==> src/rtl/uart_csr_pkg.sv <==
// Shared definitions for the UART CSR block: register byte offsets,
// bit positions inside CTRL / INT_* and the packed CFG field layout.
package uart_csr_pkg;

  localparam logic [4:0] OFF_TXDATA   = 5'h00;
  localparam logic [4:0] OFF_RXDATA   = 5'h04;
  localparam logic [4:0] OFF_CFG      = 5'h08;
  localparam logic [4:0] OFF_CTRL     = 5'h0C;
  localparam logic [4:0] OFF_STATUS   = 5'h10;
  localparam logic [4:0] OFF_INT_STAT = 5'h14;
  localparam logic [4:0] OFF_INT_EN   = 5'h18;
  localparam logic [4:0] OFF_BAUD     = 5'h1C;

  localparam int unsigned CTRL_TX_EN    = 0;
  localparam int unsigned CTRL_TX_FLUSH = 1;
  localparam int unsigned CTRL_RX_FLUSH = 2;

  localparam int unsigned INT_W        = 5;
  localparam int unsigned INT_TX_EMPTY = 0;
  localparam int unsigned INT_RX_AVAIL = 1;
  localparam int unsigned INT_RX_OVF   = 2;
  localparam int unsigned INT_TX_OVF   = 3;
  localparam int unsigned INT_PARITY   = 4;

  // Packed so that bit 0 is data_bit_num[0] and bit 4 is parity_type.
  typedef struct packed {
    logic       parity_type;
    logic       parity_en;
    logic       stop_bit_num;
    logic [1:0] data_bit_num;
  } cfg_t;

endpackage

==> src/rtl/uart_sync_fifo.sv <==
// Single-clock FIFO used for the UART TX and RX byte paths.
// Ports: push/din write an entry, pop retires the head (dout), flush empties
// the FIFO and discards any same-cycle push. empty/full/level report state.
// A push while full is accepted when a pop happens in the same cycle.
module uart_sync_fifo #(
  parameter int unsigned WIDTH = 8,
  parameter int unsigned DEPTH = 8
) (
  input  logic                       clk,
  input  logic                       rst_n,
  input  logic                       push,
  input  logic                       pop,
  input  logic                       flush,
  input  logic [WIDTH-1:0]           din,
  output logic [WIDTH-1:0]           dout,
  output logic                       empty,
  output logic                       full,
  output logic [$clog2(DEPTH+1)-1:0] level
);

  localparam int unsigned PTR_W = $clog2(DEPTH);
  localparam int unsigned LVL_W = $clog2(DEPTH + 1);

  logic [PTR_W-1:0] wptr_q, wptr_d, rptr_q, rptr_d;
  logic [LVL_W-1:0] level_q, level_d;
  logic [WIDTH-1:0] mem_q [DEPTH];
  logic             do_push, do_pop, mem_we;

  assign empty = (level_q == '0);
  assign full  = (level_q == LVL_W'(DEPTH));
  assign level = level_q;
  assign dout  = mem_q[rptr_q];

  always_comb begin
    do_pop  = pop & ~empty;
    do_push = push & (~full | do_pop);
    wptr_d  = wptr_q;
    rptr_d  = rptr_q;
    level_d = level_q;
    mem_we  = 1'b0;
    if (flush) begin
      wptr_d  = '0;
      rptr_d  = '0;
      level_d = '0;
    end else begin
      mem_we = do_push;
      if (do_push) wptr_d = wptr_q + PTR_W'(1);
      if (do_pop)  rptr_d = rptr_q + PTR_W'(1);
      if (do_push && !do_pop)      level_d = level_q + LVL_W'(1);
      else if (!do_push && do_pop) level_d = level_q - LVL_W'(1);
    end
  end

  always_ff @(posedge clk or negedge rst_n) begin
    if (!rst_n) begin
      wptr_q  <= '0;
      rptr_q  <= '0;
      level_q <= '0;
    end else begin
      wptr_q  <= wptr_d;
      rptr_q  <= rptr_d;
      level_q <= level_d;
    end
  end

  // Storage needs no reset: entries are only visible through level/pointers.
  always_ff @(posedge clk) begin
    if (mem_we) mem_q[wptr_q] <= din;
  end

endmodule

==> src/rtl/uart_csr_fifo.sv <==
// UART control/status register block with TX and RX byte FIFOs.
// Bus side: waddr/wdata/wr_en and raddr/rd_en with registered rdata and
// one-cycle wack/rack (+ address error flags). UART side: tx_data/tx_valid/
// tx_ready toward the transmitter, rx_data/rx_valid/parity_error from the
// receiver. Line config (data_bit_num, stop_bit_num, parity_*), baud_div and
// a registered, maskable irq are driven from the CSRs.
module uart_csr_fifo
  import uart_csr_pkg::*;
#(
  parameter int unsigned ADDR_W   = 12,
  parameter int unsigned DATA_W   = 32,
  parameter int unsigned TX_DEPTH = 8,
  parameter int unsigned RX_DEPTH = 8,
  parameter logic [15:0] DIV_RST  = 16'd54
) (
  input  logic              clk,
  input  logic              rst_n,
  input  logic [ADDR_W-1:0] waddr,
  input  logic [ADDR_W-1:0] raddr,
  input  logic [DATA_W-1:0] wdata,
  input  logic              wr_en,
  input  logic              rd_en,
  output logic [DATA_W-1:0] rdata,
  output logic              wack,
  output logic              rack,
  output logic              waddrerr,
  output logic              raddrerr,
  output logic [7:0]        tx_data,
  output logic              tx_valid,
  input  logic              tx_ready,
  input  logic [7:0]        rx_data,
  input  logic              rx_valid,
  input  logic              parity_error,
  output logic [1:0]        data_bit_num,
  output logic              stop_bit_num,
  output logic              parity_en,
  output logic              parity_type,
  output logic [15:0]       baud_div,
  output logic              irq
);

  localparam int unsigned TXL_W = $clog2(TX_DEPTH + 1);
  localparam int unsigned RXL_W = $clog2(RX_DEPTH + 1);

  cfg_t              cfg_q, cfg_d;
  logic              tx_en_q, tx_en_d;
  logic [INT_W-1:0]  int_stat_q, int_stat_d, int_en_q, int_en_d, int_set;
  logic [15:0]       baud_q, baud_d;
  logic [DATA_W-1:0] rdata_q, rdata_d, rval;
  logic              wack_q, wack_d, rack_q, rack_d;
  logic              waddrerr_q, waddrerr_d, raddrerr_q, raddrerr_d;
  logic              irq_q, irq_d;
  logic [TXL_W-1:0]  tx_lvl_prev_q, tx_lvl_prev_d, tx_level;
  logic [RXL_W-1:0]  rx_level;
  logic              waddr_ok, raddr_ok;
  logic              tx_push, tx_pop, tx_flush, tx_empty, tx_full;
  logic              rx_pop, rx_flush, rx_empty, rx_full;
  logic [7:0]        rx_dout;
  logic              unused_wdata;

  assign unused_wdata = ^wdata;

  // Every aligned offset 0x00..0x1C is a register; anything else is an error.
  assign waddr_ok = (waddr[ADDR_W-1:5] == '0) && (waddr[1:0] == 2'b00);
  assign raddr_ok = (raddr[ADDR_W-1:5] == '0) && (raddr[1:0] == 2'b00);

  assign tx_push  = wr_en & waddr_ok & (waddr[4:0] == OFF_TXDATA);
  assign tx_flush = wr_en & waddr_ok & (waddr[4:0] == OFF_CTRL) & wdata[CTRL_TX_FLUSH];
  assign rx_flush = wr_en & waddr_ok & (waddr[4:0] == OFF_CTRL) & wdata[CTRL_RX_FLUSH];
  assign rx_pop   = rd_en & raddr_ok & (raddr[4:0] == OFF_RXDATA) & ~rx_empty;
  assign tx_valid = tx_en_q & ~tx_empty;
  assign tx_pop   = tx_valid & tx_ready;

  uart_sync_fifo #(.WIDTH(8), .DEPTH(TX_DEPTH)) u_tx_fifo (
    .clk(clk), .rst_n(rst_n), .push(tx_push), .pop(tx_pop), .flush(tx_flush),
    .din(wdata[7:0]), .dout(tx_data), .empty(tx_empty), .full(tx_full),
    .level(tx_level)
  );

  uart_sync_fifo #(.WIDTH(8), .DEPTH(RX_DEPTH)) u_rx_fifo (
    .clk(clk), .rst_n(rst_n), .push(rx_valid), .pop(rx_pop), .flush(rx_flush),
    .din(rx_data), .dout(rx_dout), .empty(rx_empty), .full(rx_full),
    .level(rx_level)
  );

  always_comb begin
    cfg_d         = cfg_q;
    tx_en_d       = tx_en_q;
    int_en_d      = int_en_q;
    baud_d        = baud_q;
    tx_lvl_prev_d = tx_level;
    wack_d        = wr_en;
    waddrerr_d    = wr_en & ~waddr_ok;
    rack_d        = rd_en;
    raddrerr_d    = rd_en & ~raddr_ok;
    irq_d         = |(int_stat_q & int_en_q);

    if (wr_en && waddr_ok) begin
      case (waddr[4:0])
        OFF_CFG:    cfg_d    = cfg_t'(wdata[4:0]);
        OFF_CTRL:   tx_en_d  = wdata[CTRL_TX_EN];
        OFF_INT_EN: int_en_d = wdata[INT_W-1:0];
        OFF_BAUD:   baud_d   = wdata[15:0];
        default:    ;
      endcase
    end

    // Overflow means the byte was really lost: no freeing pop, no flush.
    int_set               = '0;
    int_set[INT_TX_EMPTY] = (tx_lvl_prev_q == TXL_W'(1)) && (tx_level == '0);
    int_set[INT_RX_AVAIL] = ~rx_empty;
    int_set[INT_RX_OVF]   = rx_valid & rx_full & ~rx_pop & ~rx_flush;
    int_set[INT_TX_OVF]   = tx_push & tx_full & ~tx_pop & ~tx_flush;
    int_set[INT_PARITY]   = parity_error;

    int_stat_d = int_stat_q;
    if (wr_en && waddr_ok && (waddr[4:0] == OFF_INT_STAT))
      int_stat_d = int_stat_q & ~wdata[INT_W-1:0];
    int_stat_d = int_stat_d | int_set;

    rval = '0;
    case (raddr[4:0])
      OFF_RXDATA:   if (!rx_empty) rval[7:0] = rx_dout;
      OFF_CFG:      rval[4:0] = cfg_q;
      OFF_CTRL:     rval[0] = tx_en_q;
      OFF_STATUS: begin
        rval[0]     = tx_empty;
        rval[1]     = tx_full;
        rval[2]     = rx_empty;
        rval[3]     = rx_full;
        rval[11:8]  = 4'(tx_level);
        rval[15:12] = 4'(rx_level);
      end
      OFF_INT_STAT: rval[INT_W-1:0] = int_stat_q;
      OFF_INT_EN:   rval[INT_W-1:0] = int_en_q;
      OFF_BAUD:     rval[15:0] = baud_q;
      default:      ;
    endcase

    rdata_d = rdata_q;
    if (rd_en) rdata_d = raddr_ok ? rval : '0;
  end

  always_ff @(posedge clk or negedge rst_n) begin
    if (!rst_n) begin
      cfg_q         <= '0;
      tx_en_q       <= 1'b0;
      int_stat_q    <= '0;
      int_en_q      <= '0;
      baud_q        <= DIV_RST;
      rdata_q       <= '0;
      wack_q        <= 1'b0;
      rack_q        <= 1'b0;
      waddrerr_q    <= 1'b0;
      raddrerr_q    <= 1'b0;
      irq_q         <= 1'b0;
      tx_lvl_prev_q <= '0;
    end else begin
      cfg_q         <= cfg_d;
      tx_en_q       <= tx_en_d;
      int_stat_q    <= int_stat_d;
      int_en_q      <= int_en_d;
      baud_q        <= baud_d;
      rdata_q       <= rdata_d;
      wack_q        <= wack_d;
      rack_q        <= rack_d;
      waddrerr_q    <= waddrerr_d;
      raddrerr_q    <= raddrerr_d;
      irq_q         <= irq_d;
      tx_lvl_prev_q <= tx_lvl_prev_d;
    end
  end

  assign rdata        = rdata_q;
  assign wack         = wack_q;
  assign rack         = rack_q;
  assign waddrerr     = waddrerr_q;
  assign raddrerr     = raddrerr_q;
  assign irq          = irq_q;
  assign baud_div     = baud_q;
  assign data_bit_num = cfg_q.data_bit_num;
  assign stop_bit_num = cfg_q.stop_bit_num;
  assign parity_en    = cfg_q.parity_en;
  assign parity_type  = cfg_q.parity_type;

endmodule

==> config.mk <==
export PLATFORM = sky130hd
export DESIGN_NAME = uart_csr_fifo
export DESIGN_NICKNAME = d
export VERILOG_FILES = /design/src/rtl/uart_csr_pkg.sv /design/src/rtl/uart_sync_fifo.sv /design/src/rtl/uart_csr_fifo.sv
export SDC_FILE = /design/constraint.sdc
export NUM_CORES = 1
export LEC_CHECK = 0
export CORE_MARGIN = 2
export CORE_UTILIZATION = 25
export DETAILED_ROUTE_END_ITERATION = 7
export GPL_TIMING_DRIVEN = 0
export SLEW_MARGIN = 0
export SYNTH_ARGS = -nofsm -noshare
export SYNTH_HDL_FRONTEND = slang
export SYNTH_SLANG_ARGS = --single-unit
==> constraint.sdc <==
create_clock -name clk -period 3.3 [get_ports clk]
set_clock_uncertainty 0.1 [all_clocks]
set_input_delay 0.495 -clock clk [delete_from_list [all_inputs] [get_ports clk]]
set_output_delay 0.495 -clock clk [all_outputs]
set_load 0.005 [all_outputs]
== Word level (Yosys, flattened, before mapping) ==
Memories as Yosys holds them, arrays and structs flattened.
Index checks and enable logic that the tools add are counted.
W data, S select, Z words.

* Flip-flop bits (word level): 93
* Memory bits (writable): 128
* Input port bits: 71
* Output and inout port bits: 67
* Word-level logic and storage cells: 143
* Memories: 2

* Add/sub/neg operators: 8
* Equal/unequal tests: 15
* Mux-type cells: 28
* Bitwise gates (word level): 38
* Reductions and logical operators: 31

{| class="wikitable"
|+ Memories
! memory !! words !! bits a word !! read ports !! clocked after Yosys merged registers in !! write ports !! RTL line !! source
|-
| u_rx_fifo.mem_q || 8 || 8 || 1 || 0 || 1 || uart_sync_fifo.sv:26 || <nowiki>logic [WIDTH-1:0] mem_q [DEPTH];</nowiki>
|-
| u_tx_fifo.mem_q || 8 || 8 || 1 || 0 || 1 || uart_sync_fifo.sv:26 ||
|}

{| class="wikitable"
|+ Operator list
! operator !! number
|-
| $eq A5 B5 Y1 const B || 7
|-
| $mux W3 || 8
|-
| $mux W4 || 6
|-
| $and A1 B1 Y1 || 22
|-
| $eq A5 B4 Y1 const B || 4
|-
| $pmux W3 S6 || 1
|-
| $mux W16 || 1
|-
| $pmux W8 S2 || 1
|-
| $logic_not A7 Y1 || 2
|-
| $add A3 B1 Y3 const B || 4
|-
| $and A5 B5 Y5 || 2
|-
| $not A1 Y1 || 10
|-
| $logic_and A1 B1 Y1 || 9
|-
| $add A4 B1 Y4 const B || 2
|-
| $eq A4 B4 Y1 const B || 2
|-
| $logic_not A4 Y1 || 2
|-
| $mux W8 || 1
|-
| $reduce_and A2 Y1 || 4
|-
| $reduce_bool A2 Y1 || 4
|-
| $sub A4 B1 Y4 const B || 2
|-
| $pmux W1 S7 || 1
|-
| $mux W1 || 6
|-
| $pmux W3 S2 || 1
|-
| $reduce_bool A3 Y1 || 2
|-
| 11 further kinds || 16
|}

== Logic depth before layout (Yosys ltp) ==
* Depth in word-level cells: 13
* Gate-level depth with buffers: 10
* Depth with buffers taken out: 9

== Hierarchy ==
Synthesis repeated with hierarchy kept, for this count alone.

* Cell total of the unflattened synthesis: 574
* Area, all modules: 8971.1 um2

{| class="wikitable"
|+ By module, submodules not included
! module !! times used !! cells each !! area each (um2) !! seq. area each (um2)
|-
| uart_sync_fifo || 2 || 166 || 3069.2 || 2172.1
|-
| uart_csr_fifo || 1 || 242 || 2832.7 || 1431.4
|}

== Least setup slack after synthesis ==
OpenSTA, ideal clock, no wires.

* Kind: input port to flip-flop
* From: in raddr[6]
* To: mem u_rx_fifo.mem_q[0][0] (enable)
* Library setup time: 0.398 ns
* Arrival time: 2.415 ns
* Required time: 2.802 ns
* Setup slack: 0.387 ns
* Stages: 6
* Buffers on the path: 1
* Cell sequence: nor4_2 -> and4_1 -> buf_4 -> a21o_4 -> nand3b_1 -> nor4b_1

* Word-level cells in the longest chain between the ends: 11

{| class="wikitable"
|+ Ends and longest elaborated chain
! item !! RTL line !! source
|-
| start: declaration || uart_csr_fifo.sv:19 || <nowiki>input logic [ADDR_W-1:0] raddr,</nowiki>
|-
| $logic_not A7 Y1 || uart_csr_fifo.sv:65 || <nowiki>assign raddr_ok = (raddr[ADDR_W-1:5] == '0) && (raddr[1:0] == 2'b00);</nowiki>
|-
| $logic_and A1 B1 Y1 || uart_csr_fifo.sv:65 ||
|-
| $and A1 B1 Y1 (3 in series) || uart_csr_fifo.sv:70 || <nowiki>assign rx_pop = rd_en & raddr_ok & (raddr[4:0] == OFF_RXDATA) & ~rx_empty;</nowiki>
|-
| $and A1 B1 Y1 || uart_sync_fifo.sv:35 || <nowiki>do_pop = pop & ~empty;</nowiki>
|-
| $or A1 B1 Y1 || uart_sync_fifo.sv:36 || <nowiki>do_push = push & (~full | do_pop);</nowiki>
|-
| $and A1 B1 Y1 || uart_sync_fifo.sv:36 ||
|-
| $mux W1 || uart_sync_fifo.sv:41 || <nowiki>if (flush) begin</nowiki>
|-
| $mux W1 || uart_sync_fifo.sv:68 || <nowiki>if (mem_we) mem_q[wptr_q] <= din;</nowiki>
|-
| $mux W1 (implied by the code) || uart_sync_fifo.sv:68 ||
|-
| end: declaration || uart_sync_fifo.sv:26 ||
|}

No other way between the ends.

== Worst setup path after layout ==
* From: in raddr[1]
* To: mem u_rx_fifo.mem_q[1][6] (enable)

* Word-level cells in the longest chain between the ends: 11
* Elaborated cells between the ends (all ways): 12
* Those cells by class: eq/ne: 1; mux: 3; bitwise: 6; reduce/logical: 2

{| class="wikitable"
|+ Ends and longest elaborated chain
! item !! RTL line
|-
| $logic_not A2 Y1 || uart_csr_fifo.sv:65
|-
| $logic_and A1 B1 Y1 || uart_csr_fifo.sv:65
|-
| $and A1 B1 Y1 || uart_csr_fifo.sv:70
|-
| $and A1 B1 Y1 (*) (2 in series) || uart_csr_fifo.sv:70
|-
| $and A1 B1 Y1 (*) || uart_sync_fifo.sv:35
|-
| $or A1 B1 Y1 (*) || uart_sync_fifo.sv:36
|-
| $and A1 B1 Y1 (*) || uart_sync_fifo.sv:36
|-
| $mux W1 (*) || uart_sync_fifo.sv:41
|-
| $mux W1 (*) || uart_sync_fifo.sv:68
|-
| $mux W1 (implied by the code) (*) || uart_sync_fifo.sv:68
|}

Mark *: on every way between the ends. The rest lies on a longest branch, timed or not.

==> run_results.csv <==
group,metric,value,unit
outcome,status,"completed",
global_route,grt_pass1_vias,5685,
synthesis,syn_area_per_cell,15.4,um^2
synthesis,synth_area,0.00900,mm^2
sta,hold_violations,0,
final_layout,area_growth,28.6,%
die,fp.dieArea,0.0375,mm^2
final_layout,multi_input_area,0.00300,mm^2
setup_path,crit_path_max_fanout,10,
detailed_routing,drtAntennaViolNets,0,
detailed_routing,viasPerCell,4.46,
final_layout,fin_nets,815,
synthesis,synth_top_area_share,42.7,%
sta,setup_viol,0,
synthesis,yosys_register_bits,205,
sta,period_share,96.6,%
placed_design,place.gp.congestion,0.793,
detailed_routing,wl_per_cell,18.4,um
sta,max_slew_margin,8.84,%
synthesis,synth_top_family_by_area,"multiplexers",
synthesis,synth-simple-area-share,9.66,%
final_layout,fillers,3475,
die,die_h,194,um
setup_path,path_class,"in -> reg",
cts,root_buffer,"clkbuf_16",
placed_design,dp.cells,1168,
global_route,grt_max_degree,64,
sta,max_freq,314,MHz
run,maxCapViolCount,0,
synthesis,netlist_instances,583,
die,core,0.0355,mm^2
global_route,grtUsageTotal,11.8,%
global_route,antenna_found_initial,1,
synthesis,yosys-top-cells-area,"edfxtp_1 (43%), dfrtp_1 (20%), mux4_2 (8.3%), mux2_2 (4.6%), buf_4 (1.8%)",
synthesis,synth_edf_count,128,
synthesis,synthXorXnorAreaFrac,0.681,%
sta,hold-worst-slack,0.274,ns
synthesis,synthMuxAreaShare,14.7,%
power,p_leak,4.25,nW
detailed_routing,vias,5405,
sta,drv_slew,0,
cts,cts_setup_buffers,0,
die,die_x,194,um
final_layout,final_layout_size_suffix_gt1_share,23.7,%
placed_design,dp_hpwl,16100,um
setup_path,end_kind,"flop",
sta,rsz0062_at_grt,"false",
synthesis,yosysWarnings,0,
worst_hold_path,holdCritPathClass,"reg -> reg",
global_route,grt_first_pass_wirelength,34300,um
final_layout,final-seq-area,0.00578,mm^2
cts,clockBufferDepth,3,
placed_design,io_buffers,104,
detailed_routing,drtIter0Drc,348,
final_layout,final_cells,1213,
synthesis,synth_ff_type,"edfxtp_1",
setup_path,worstSetupStartpointType,"input pin",
sta,fin_crit,3.19,ns
sta,worst_slew_pin_slew,1.36,ns
synthesis,synth_fa_ha_area_share,1.56,%
die,start_util,25.4,%
die,rows,69,
synthesis,synthDistinctLibCells,73,
cts,cts_tree,"done",
power,power_density,555,mW/mm^2
die,pin_count,138,
synthesis,yosysMostFrequentCell,"edfxtp_1",
detailed_routing,drc,0,
synthesis,synthTopCellsByCount,"edfxtp_1 (128), dfrtp_1 (73), nand2_1 (41), mux2_2 (37), mux4_2 (33)",
setup_path,worstPathRequired,3.33,ns
detailed_routing,first_pass_iters,4,
final_layout,diodes,0,
cts,clk_latency,0.52,ns
cts,clkTransAtPathRegs,0.06,ns
synthesis,ys_seq_area_share,64.2,%
detailed_routing,wl,22300,um
global_route,gr-total-overflow,0,
cts,cts_num_sinks,205,
synthesis,synth_compound_area_share,5.57,%
power,ir_drop,0.000475,V
cts,cts.htree.levels,1,
synthesis,synth_top_cell_by_area,"edfxtp_1",
cts,cts_buffers,24,
setup_path,arrival,3.22,ns
synthesis,async_flop_share,37.6,%
## routing by layer
layer,share of wire (%),GRT usage [%]
met1,43,14.9
met2,50,20.7
met3,4.9,2.33
met4,2.6,3.19
met5,0.067,0
## layout by cell type (no fill, tap or decap), types with 11 or more instances in the layout
cell type / n
o21ai_0: 12
buf_4: 28
nand3_1: 11
clkdlybuf4s50_1: 103
mux2i_1: 15
nand2_1: 41
dfrtp_1: 73
edfxtp_1: 128
clkbuf_16: 25
mux4_2: 33
inv_1: 15
mux2_2: 37
nor2_1: 21
conb_1: 16
## flip-flops by register name, summed over array words and instances, names as in the netlist, 2 cells and up
signal and count:
rdata 16, u_rx_fifo.level 4, tx_lvl_prev_q 4, u_rx_fifo.wptr_q 3, u_tx_fifo.wptr_q 3, u_tx_fifo.mem_q 64
u_rx_fifo.rptr_q 3, int_stat_q 5, u_tx_fifo.rptr_q 3, baud_div 16, u_tx_fifo.level 4, u_rx_fifo.mem_q 64
data_bit_num 2, int_en_q 5
## worst paths after layout
check | cells after the start | from | end | slack [ns]
worst min-delay path | 0 | u_tx_fifo.level[3] | tx_lvl_prev_q[3] | 0.27
max in group asynchronous | 3 | rst_n | baud_div[5] | 2.15
worst min register to register | 0 | u_tx_fifo.level[3] | tx_lvl_prev_q[3] | 0.27
worst max-delay path | 7 | raddr[1] | u_rx_fifo.mem_q[1][6] | 0.11
min in group asynchronous | 2 | rst_n | wack | 0.28
worst max register to register | 5 | u_rx_fifo.level[1] | u_rx_fifo.mem_q[1][6] | 0.46
## cell type report
class	count	share of cell area [%]
inverters	17	0.562
clock buffers	33	5.83
plain buffers	42	2.32
repair buffers	111	9.62
clock inverters	11	0.918
multi-input cells	333	25.9
well taps	461	4.98
flip-flops and latches	205	49.9
## critical path, cell delays in order
cell and delay [ns]:
clkdlybuf4s50_1 0.49, nor2_2 0.42, and4_1 0.26, buf_4 0.16
a21o_4 0.15, nand3b_1 0.17, nor3_1 1.07
## metrics by stage
| stage | power, mW | cell area (um^2) | worst slack (ns) | setup TNS, ns | util, % |
|---|---|---|---|---|---|
| 2_1_floorplan | 3.53 | 9060 | 0.387 | 0 | - |
| 3_3_place_gp | 3.82 | 10700 | -1.35 | -156.68 | 30.1 |
| 3_5_place_dp | 3.87 | 10800 | -0.465 | -23.05 | 30.3 |
| 4_1_cts | 6.50 | 11600 | 0.0634 | 0 | 32.6 |
| 5_1_grt | 6.71 | 11600 | 0.00611 | 0 | 32.6 |
| 6_report | 6.42 | 11600 | 0.112 | 0 | 32.6 |
## kinds of logic after synthesis
group | after synthesis
DFF | 205
and+or+nand+nor | 146
muxes | 86
AOI/OAI and AO/OA | 68
buffers and inverters | 60
adders and majority gates | 10
xor gates and xnor gates | 7
other | 1
## power breakdown
part	internal, mW	leakage [nW]	switching [mW]
Combinational	0.335	1.70	0.425
Clock	1.58	0.380	1.03
Sequential	2.93	2.17	0.119
## repair_timing
item / 4_1_cts / 5_1_grt
setup endpoints to repair: 8 / 8
hold buffers: 1 / 0
gates resized for setup: 4 / 1
endpoints found under the hold margin: 14 / 0
Power figures use the tool's default switching activity.
